<file path="config.mk">
export PLATFORM = sky130hd
export DESIGN_NAME = hazard_fwd_ctrl_flat
export DESIGN_NICKNAME = d
export VERILOG_FILES = /design/src/rtl/hazard_fwd_ctrl_pkg.sv /design/src/rtl/hazard_fwd_ctrl_if.sv /design/src/rtl/hazard_fwd_ctrl_fwd_compare.sv /design/src/rtl/hazard_fwd_ctrl.sv /design/src/flat_wrapper.sv
export SDC_FILE = /design/constraint.sdc
export NUM_CORES = 1
export LEC_CHECK = 0
export CORE_ASPECT_RATIO = 0.8
export CORE_MARGIN = 1.5
export CORE_UTILIZATION = 45
export DETAILED_ROUTE_END_ITERATION = 6
export PLACE_DENSITY_LB_ADDON = 0.08
export SYNTH_ARGS = -nofsm -noshare
export SYNTH_HDL_FRONTEND = slang
export SYNTH_HIERARCHICAL = 1
export SYNTH_SLANG_ARGS = --single-unit
</file>
<file path="constraint.sdc">
create_clock -name clk -period 2.9 [get_ports clk]
set_input_delay 0.58 -clock clk [delete_from_list [all_inputs] [get_ports clk]]
set_output_delay 0.58 -clock clk [all_outputs]
set_load 0.05 [all_outputs]
</file>
<file path="src/rtl/hazard_fwd_ctrl_pkg.sv">
// Shared types and constants for the hazard / forwarding controller.
package hazard_fwd_ctrl_pkg;

  typedef logic [1:0] fwd_sel_t;

  // Operand mux selects seen by the EX stage.
  localparam fwd_sel_t FWD_DATA = 2'b00;
  localparam fwd_sel_t FWD_EX   = 2'b01;
  localparam fwd_sel_t FWD_MEM  = 2'b10;

  // Register 0 is hard-wired and never a forwarding or stall source.
  localparam int unsigned REG_ZERO = 0;

  typedef enum logic {
    ST_RUN  = 1'b0,
    ST_HOLD = 1'b1
  } fsm_state_t;

endpackage

</file>
<file path="src/rtl/hazard_fwd_ctrl_if.sv">
// ID-stage request bundle plus the controller's responses.
interface hazard_fwd_ctrl_if #(
  parameter int unsigned REG_W = 5,
  parameter int unsigned CNT_W = 16
);
  logic             id_valid;
  logic [REG_W-1:0] id_rs;
  logic [REG_W-1:0] id_rt;
  logic             id_rs_used;
  logic             id_rt_used;
  logic [REG_W-1:0] id_rd;
  logic             id_regwrite;
  logic             id_memread;
  logic             br_flush;
  logic [1:0]       fwd_a_sel;
  logic [1:0]       fwd_b_sel;
  logic             stall;
  logic             bubble;
  logic [CNT_W-1:0] stall_count;

  modport master (
    output id_valid, id_rs, id_rt, id_rs_used, id_rt_used, id_rd,
           id_regwrite, id_memread, br_flush,
    input  fwd_a_sel, fwd_b_sel, stall, bubble, stall_count
  );

  modport slave (
    input  id_valid, id_rs, id_rt, id_rs_used, id_rt_used, id_rd,
           id_regwrite, id_memread, br_flush,
    output fwd_a_sel, fwd_b_sel, stall, bubble, stall_count
  );
endinterface

</file>
<file path="src/rtl/hazard_fwd_ctrl_fwd_compare.sv">
// Forwarding select for one EX operand; the nearer (EX) producer wins.
module fwd_compare
  import hazard_fwd_ctrl_pkg::*;
#(
  parameter int unsigned REG_W = 5
) (
  input  logic [REG_W-1:0] src,
  input  logic             used,
  input  logic             ex_wr,
  input  logic [REG_W-1:0] ex_rd,
  input  logic             mem_wr,
  input  logic [REG_W-1:0] mem_rd,
  output fwd_sel_t         sel
);

  // ex_wr / mem_wr already exclude r0, so a match here is always real.
  always_comb begin
    sel = FWD_DATA;
    if (used && ex_wr && (src == ex_rd))
      sel = FWD_EX;
    else if (used && mem_wr && (src == mem_rd))
      sel = FWD_MEM;
  end

endmodule

</file>
<file path="src/rtl/hazard_fwd_ctrl.sv">
// Hazard detection and EX operand forwarding control for the 5-stage pipeline.
module hazard_fwd_ctrl
  import hazard_fwd_ctrl_pkg::*;
#(
  parameter int unsigned REG_W = 5,
  parameter int unsigned CNT_W = 16
) (
  input  logic              clk,
  input  logic              rst_n,
  hazard_fwd_ctrl_if.slave  bus
);

  logic             ex_v, ex_rw, ex_mr;
  logic [REG_W-1:0] ex_rd;
  logic             mem_v, mem_rw;
  logic [REG_W-1:0] mem_rd;
  logic             ex_wr, mem_wr, load_use, issue;
  fwd_sel_t         sel_a, sel_b;
  fsm_state_t       state;
  logic [CNT_W-1:0] cnt;

  // Effective writes, load-use detection and the issue decision.
  always_comb begin
    ex_wr    = ex_v & ex_rw & (ex_rd != REG_W'(REG_ZERO));
    mem_wr   = mem_v & mem_rw & (mem_rd != REG_W'(REG_ZERO));
    load_use = bus.id_valid & ~bus.br_flush & ex_v & ex_mr &
               (ex_rd != REG_W'(REG_ZERO)) &
               ((bus.id_rs_used & (bus.id_rs == ex_rd)) |
                (bus.id_rt_used & (bus.id_rt == ex_rd)));
    issue    = bus.id_valid & ~load_use & ~bus.br_flush;
  end

  assign bus.stall       = load_use;
  assign bus.bubble      = load_use;
  assign bus.stall_count = cnt;

  fwd_compare #(.REG_W(REG_W)) u_cmp_a (
    .src(bus.id_rs), .used(bus.id_rs_used),
    .ex_wr(ex_wr), .ex_rd(ex_rd), .mem_wr(mem_wr), .mem_rd(mem_rd),
    .sel(sel_a)
  );

  fwd_compare #(.REG_W(REG_W)) u_cmp_b (
    .src(bus.id_rt), .used(bus.id_rt_used),
    .ex_wr(ex_wr), .ex_rd(ex_rd), .mem_wr(mem_wr), .mem_rd(mem_rd),
    .sel(sel_b)
  );

  // Shadow EX/MEM destination info; a non-issued slot enters EX invalid.
  always_ff @(posedge clk or negedge rst_n) begin
    if (!rst_n) begin
      ex_v   <= 1'b0;
      ex_rw  <= 1'b0;
      ex_mr  <= 1'b0;
      ex_rd  <= '0;
      mem_v  <= 1'b0;
      mem_rw <= 1'b0;
      mem_rd <= '0;
    end else begin
      mem_v  <= ex_v;
      mem_rw <= ex_rw;
      mem_rd <= ex_rd;
      ex_v   <= issue;
      ex_rw  <= bus.id_regwrite;
      ex_mr  <= bus.id_memread;
      ex_rd  <= bus.id_rd;
    end
  end

  // Selects follow the consumer into EX; bubbles and squashes get 00.
  always_ff @(posedge clk or negedge rst_n) begin
    if (!rst_n) begin
      bus.fwd_a_sel <= FWD_DATA;
      bus.fwd_b_sel <= FWD_DATA;
    end else if (issue) begin
      bus.fwd_a_sel <= sel_a;
      bus.fwd_b_sel <= sel_b;
    end else begin
      bus.fwd_a_sel <= FWD_DATA;
      bus.fwd_b_sel <= FWD_DATA;
    end
  end

  // One stall cycle per load: the bubble behind it rules out a second one.
  always_ff @(posedge clk or negedge rst_n) begin
    if (!rst_n)
      state <= ST_RUN;
    else if (state == ST_RUN && load_use)
      state <= ST_HOLD;
    else
      state <= ST_RUN;
  end

  hold_no_stall: assert property (@(posedge clk) disable iff (!rst_n)
                                  (state == ST_HOLD) |-> !load_use);

  // Saturating count of load-use stall cycles.
  always_ff @(posedge clk or negedge rst_n) begin
    if (!rst_n)
      cnt <= '0;
    else if (load_use && (cnt != '1))
      cnt <= cnt + CNT_W'(1);
  end

endmodule

</file>
<file path="src/flat_wrapper.sv">
// flat-port wrapper written by rule: the top's interface ports become plain ports
module hazard_fwd_ctrl_flat import hazard_fwd_ctrl_pkg::*;
#(
  parameter int unsigned REG_W = 5,
  parameter int unsigned CNT_W = 16
)
  (clk, rst_n, bus_id_valid, bus_id_rs, bus_id_rt, bus_id_rs_used, bus_id_rt_used, bus_id_rd, bus_id_regwrite, bus_id_memread, bus_br_flush, bus_fwd_a_sel, bus_fwd_b_sel, bus_stall, bus_bubble, bus_stall_count);
  hazard_fwd_ctrl_if #(.REG_W(REG_W), .CNT_W(CNT_W)) bus_i ();
  input  logic clk;
  input  logic rst_n;
  input wire logic [$bits(bus_i.id_valid)-1:0] bus_id_valid;
  input wire logic [$bits(bus_i.id_rs)-1:0] bus_id_rs;
  input wire logic [$bits(bus_i.id_rt)-1:0] bus_id_rt;
  input wire logic [$bits(bus_i.id_rs_used)-1:0] bus_id_rs_used;
  input wire logic [$bits(bus_i.id_rt_used)-1:0] bus_id_rt_used;
  input wire logic [$bits(bus_i.id_rd)-1:0] bus_id_rd;
  input wire logic [$bits(bus_i.id_regwrite)-1:0] bus_id_regwrite;
  input wire logic [$bits(bus_i.id_memread)-1:0] bus_id_memread;
  input wire logic [$bits(bus_i.br_flush)-1:0] bus_br_flush;
  output wire logic [$bits(bus_i.fwd_a_sel)-1:0] bus_fwd_a_sel;
  output wire logic [$bits(bus_i.fwd_b_sel)-1:0] bus_fwd_b_sel;
  output wire logic [$bits(bus_i.stall)-1:0] bus_stall;
  output wire logic [$bits(bus_i.bubble)-1:0] bus_bubble;
  output wire logic [$bits(bus_i.stall_count)-1:0] bus_stall_count;
  assign bus_i.id_valid = bus_id_valid;
  assign bus_i.id_rs = bus_id_rs;
  assign bus_i.id_rt = bus_id_rt;
  assign bus_i.id_rs_used = bus_id_rs_used;
  assign bus_i.id_rt_used = bus_id_rt_used;
  assign bus_i.id_rd = bus_id_rd;
  assign bus_i.id_regwrite = bus_id_regwrite;
  assign bus_i.id_memread = bus_id_memread;
  assign bus_i.br_flush = bus_br_flush;
  assign bus_fwd_a_sel = bus_i.fwd_a_sel;
  assign bus_fwd_b_sel = bus_i.fwd_b_sel;
  assign bus_stall = bus_i.stall;
  assign bus_bubble = bus_i.bubble;
  assign bus_stall_count = bus_i.stall_count;
  hazard_fwd_ctrl #(.REG_W(REG_W), .CNT_W(CNT_W)) u_core (.clk(clk), .rst_n(rst_n), .bus(bus_i));
endmodule
</file>
## After elaboration in Yosys (flattened, before gate mapping)

Index checks and enable logic that the tools add are counted.

| storage, ports and cells | value |
|---|---|
| register bits | 35 |
| input port bits | 23 |
| output and inout port bits | 22 |
| logic and storage cells | 49 |

| operators by class | value |
|---|---|
| add/sub/neg operators | 1 |
| eq/ne operators | 5 |
| multiplexer cells | 6 |
| bitwise gates (word level) | 16 |
| reduce and logical (&&, ||, !) cells | 11 |

Operators with widths:

| kind | count |
|---|---|
| $eq 5x5->1 | 4 |
| $add 16x1->16 const B | 1 |
| $ne 16x16->1 const B | 1 |
| $and 1x1->1 | 13 |
| $mux 2 | 6 |
| $reduce_bool 5->1 | 2 |
| $logic_and 1x1->1 | 9 |
| $not 1->1 | 2 |
| $or 1x1->1 | 1 |

## Longest topological paths before layout

| logic depth | value |
|---|---|
| depth after elaboration | 10 |
| gate-level depth with buffers | 7 |
| gate-level depth less buffers | 6 |

## Cells and area by module

The synthesis kept the hierarchy.

Modules (own cells, without submodules):

| module | instances | cells an instance | area an instance (um2) | seq. area each (um2) |
|---|---|---|---|---|
| hazard_fwd_ctrl | 1 | 126 | 1586.5 | 875.8 |
| fwd_compare | 2 | 16 | 131.4 | 0.0 |

## Worst setup path after synthesis

Ideal clock, no wire load.

| timing path | value |
|---|---|
| path type | input to output |
| from | input port bus_id_rs[3] |
| to | output port bus_stall |
| data arrival time | 2054 ps |
| data required time | 2320 ps |
| slack | 266 ps |
| cell stages on the path | 6 |
| cell sequence | xor2_1 -> nor4_2 -> a32oi_2 -> buf_6 -> nor2_4 -> buf_4 |

| on the way | value |
|---|---|
| word-level cells in the longest chain between the ends | 4 |

RTL lines:

| item | RTL line | text |
|---|---|---|
| from (decl) | flat_wrapper.sv:12 | `input wire logic [$bits(bus_i.id_rs)-1:0] bus_id_rs;` |
| $eq 5x5->1 | hazard_fwd_ctrl.sv:28 | `((bus.id_rs_used & (bus.id_rs == ex_rd)) \|` |
| $and 1x1->1 | hazard_fwd_ctrl.sv:28 |  |
| $or 1x1->1 | hazard_fwd_ctrl.sv:28 |  |
| $and 1x1->1 | hazard_fwd_ctrl.sv:27 | `(ex_rd != REG_W'(REG_ZERO)) &` |
| to (decl) | flat_wrapper.sv:22 | `output wire logic [$bits(bus_i.stall)-1:0] bus_stall;` |

Every way passes these cells.

## Worst setup path in the final report

| timing path | value |
|---|---|
| from | input port bus_id_rs[3] |
| to | output port bus_bubble |

| on the way | value |
|---|---|
| word-level cells in the longest chain between the ends | 4 |

RTL lines:

| item | RTL line | text |
|---|---|---|
| $eq 5x5->1 | hazard_fwd_ctrl.sv:28 |  |
| $and 1x1->1 | hazard_fwd_ctrl.sv:28 |  |
| $or 1x1->1 | hazard_fwd_ctrl.sv:28 |  |
| $and 1x1->1 | hazard_fwd_ctrl.sv:27 |  |
| to (decl) | flat_wrapper.sv:23 | `output wire logic [$bits(bus_i.bubble)-1:0] bus_bubble;` |

Every way passes these cells.

==> metrics.md <==
| Metric | Value |
|---|---|
| Outcome | `finished, final reports clean` |
| Critical-path top delay cell | `clkdlybuf4s50_1` |
| Vias in the first global route | `between 1k and 1.5k` |
| Worst-skew pair later-pin latency | `between 0.2 and 0.3 ns` |
| Setup tns final | `0 ns` |
| Worst hold slack | `0.420 ns` |
| Setup Viol. Count Final | `0` |
| Yosys Warn Count | `6` |
| # DRC | `0` |
| Clock sink count | `35` |
| Distinct cells, synth | `29` |
| Crit path DAT | `roughly 2.2 ns` |
| Critical Path Fanout Max | `7` |
| Max Freq | `360 MHz` |
| Critical path type | `in2out` |
| Total track usage | `roughly a fifth` |
| Diode count | `0` |
| Critical path endpoint category | `output pin` |
| H-tree depth | `2` |
| RSZ-0062 raised after global routing | `no` |
| Die Y | `60.3 microns` |
| Crit. Startpoint | `bus_id_rs[3]` |
| R2R depth | `6` |
| Min-delay worst type | `reg2reg` |
| Routability congestion estimate | `0.856` |
| CP Cell Sequence | `clkdlybuf4s50_1 > xor2_1 > nor4_2 > a32oi_2 > nor2_4 > buf_12` |
| WL/cell | `14.8 microns` |
| Routed Antenna Nets | `0` |
| Crit-path max cell delay | `a little under 0.5 ns` |
| Cell Rows | `20` |
| Least-Margin Pin Slew | `0.512 ns` |
| Slew headroom | `65.8%` |
| Area delta synth->final | `33.2%` |
| Inserted Clock Buffers | `5` |
| Via/cell ratio | `5.03` |
| Avg Inst Size Synth | `about 12 sq um` |
| Worst reg2reg endpoint | `u_core/bus.stall_count[1]` |
| Core Area | `3880 sq um` |
| CP startpoint kind | `input pin` |
| Metal1 wirelength | `1930 microns` |
| Worst hold path endpoint | `u_core/mem_rw` |
| Worst path bufs/invs | `2` |
| Final min period | `2.78 ns` |
| Max Cap Viol | `0` |
| Final hold vios | `0` |
| Top routing layer used | `met4` |
| Largest net degree at the start of global routing | `36` |
| Hold Path Stages | `0` |
| Max Clock Skew | `between 0.007 and 0.008 ns` |
| Total routed wirelength | `3930 microns` |
| Vias | `1338` |
| Layout cells sized above 1 | `16.1%` |
| Most frequent cells in the layout | `clkdlybuf4s50_1 (42), dfrtp_1 (35), xor2_1 (30)` |
| Clk buf depth | `2` |
| Post-CTS resize count | `0` |
| Antenna violations before repair | `0` |
| Reg2Reg Launch Point | `u_core/ex_rd[3]` |
| Most common cell after layout, fill and taps aside | `clkdlybuf4s50_1` |
| Min-delay src | `u_core/ex_rw` |
| Grt total ovfl | `0` |
| Number of port buffers | `44` |
| Syn nets | `around 180` |
| Post-synthesis cell count | `158` |
| Pre-antenna DRT Iters | `4` |
| Hold-fix buffers at CTS | `0` |
| Fillcell total | `326` |
| Fin area | `2460 sq um` |
| Post-route clock period utilization | `between 90% and 100%` |
| Met2 WL | `1730 microns` |
| Crit. path cell count | `6` |
| Post-CTS setup buffers | `0` |
| Critical Path RT | `between 2 and 2.5 ns` |
| Peak VDD IR | `0.000312 V` |
| DR iter-0 viols | `89` |
| HPWL after DPL | `2970 microns` |
| Met3 wire length | `approximately 220 microns` |
| Fin nets | `roughly 230` |
| Reg clk slew, reported paths | `0.07 ns` |
| TritonCTS clock tree | `yes` |
| Initial Utilization | `47.7%` |
| First-pass GRT wire length | `around 6700 microns` |
| Mapped Area | `about 1800 sq um` |
| # IOs | `45` |
| Number of synthesized register bits | `35` |
| Placement Cell Area | `between 2000 and 2500 sq um` |
| Clk root buf | `clkbuf_8` |
| Die area | `4510 sq um` |
| Pwr per Cell Area | `394 nW/um^2` |
| Die width | `roughly 75 microns` |
| Sequential share of the synthesized area | `between 40% and 50%` |
| Final Max Slew Viols | `0` |
| Cell family with most CP delay | `buffers and inverters` |
| Pleak | `1.05 nW` |
| Worst R2R Setup Slack | `0.74 ns` |
-- through the flow --
stage               power (mW)  worst slack, ns  instances  utilization, %
global route              1.02           0.0203        266            63.5
CTS                      0.982            0.117        266            63.5
floorplan                0.580            0.266        158               -
global placement         0.641            0.143        258            61.4
finish                   0.970            0.124        266            63.5
detailed placement       0.644            0.127        258            61.4
-- where the power goes --
group          internal, mW  switching (mW)  leakage (nW)
registers             0.500          0.0170         0.451
logic                0.0594          0.0568         0.558
clock network         0.168           0.168        0.0422
-- registers in the layout, indices dropped and copies added (netlist names) --
signal / cells
u_core/mem_rw: 1
u_core/ex_rd: 5
u_core/ex_v: 1
u_core/bus.fwd_b_sel: 2
u_core/ex_rw: 1
u_core/bus.stall_count: 16
u_core/mem_rd: 5
u_core/mem_v: 1
u_core/bus.fwd_a_sel: 2
u_core/ex_mr: 1
-- routing by layer --
metal / vias to the layer above / track usage [%]
li1: 660 / -
met1: 630 / 28.2
met2: 41 / 30.1
met3: 7 / 7.31
met4: 0 / 5.45
met5: - / 0
-- Yosys cell counts (all sizes together) --
cell type / n / share of area, %
a211oi: 1 / 1.1
nand4: 10 / 3.4
ha: 1 / 0.68
nand3: 7 / 1.9
or3: 1 / 0.34
inv: 3 / 0.61
buf: 3 / 1.4
a32oi: 1 / 0.88
xnor2: 15 / 7.1
xor2: 30 / 14
and2: 1 / 0.41
nor3: 10 / 5.4
a21oi: 1 / 0.27
o311a: 1 / 0.54
nor4b: 1 / 0.81
nand2: 6 / 1.2
mux2: 1 / 0.61
nor3b: 4 / 1.6
and4: 1 / 0.47
o211a: 2 / 1.1
dfrtp: 35 / 47
nor2: 8 / 2.0
nor4: 9 / 4.4
and3: 5 / 1.7
nand2b: 1 / 0.47
-- cell families after synthesis --
group,after synthesis,synth area share [%]
adder cells (fa/ha/maj),1,0.676
buffers and inverters,6,2.03
flip-flops,35,47.4
AND/OR/NAND/NOR,64,24.2
XOR/XNOR,45,21.3
multiplexers,1,0.609
AO/OA/AOI/OAI,6,3.86
-- how the worst max path moves through the flow --
stage                 end  slack (ns)
3_3_place_gp    bus_stall        0.14
5_1_grt         bus_stall        0.02
3_5_place_dp    bus_stall        0.13
6_report       bus_bubble        0.12
2_1_floorplan   bus_stall        0.27
4_1_cts         bus_stall        0.12
-- area by class of cell --
type / count / area (sq um) / area share (%)
multi-input cells: 117 / 936 / 38.0
flip-flops and latches: 35 / 876 / 35.6
repair buffers: 48 / 490 / 19.9
clock buffers: 7 / 76.3 / 3.10
well taps: 55 / 68.8 / 2.79
inverters: 3 / 11.3 / 0.457
clock inverters: 1 / 5.00 / 0.203
Note: power is estimated with default switching activity, not from simulation.
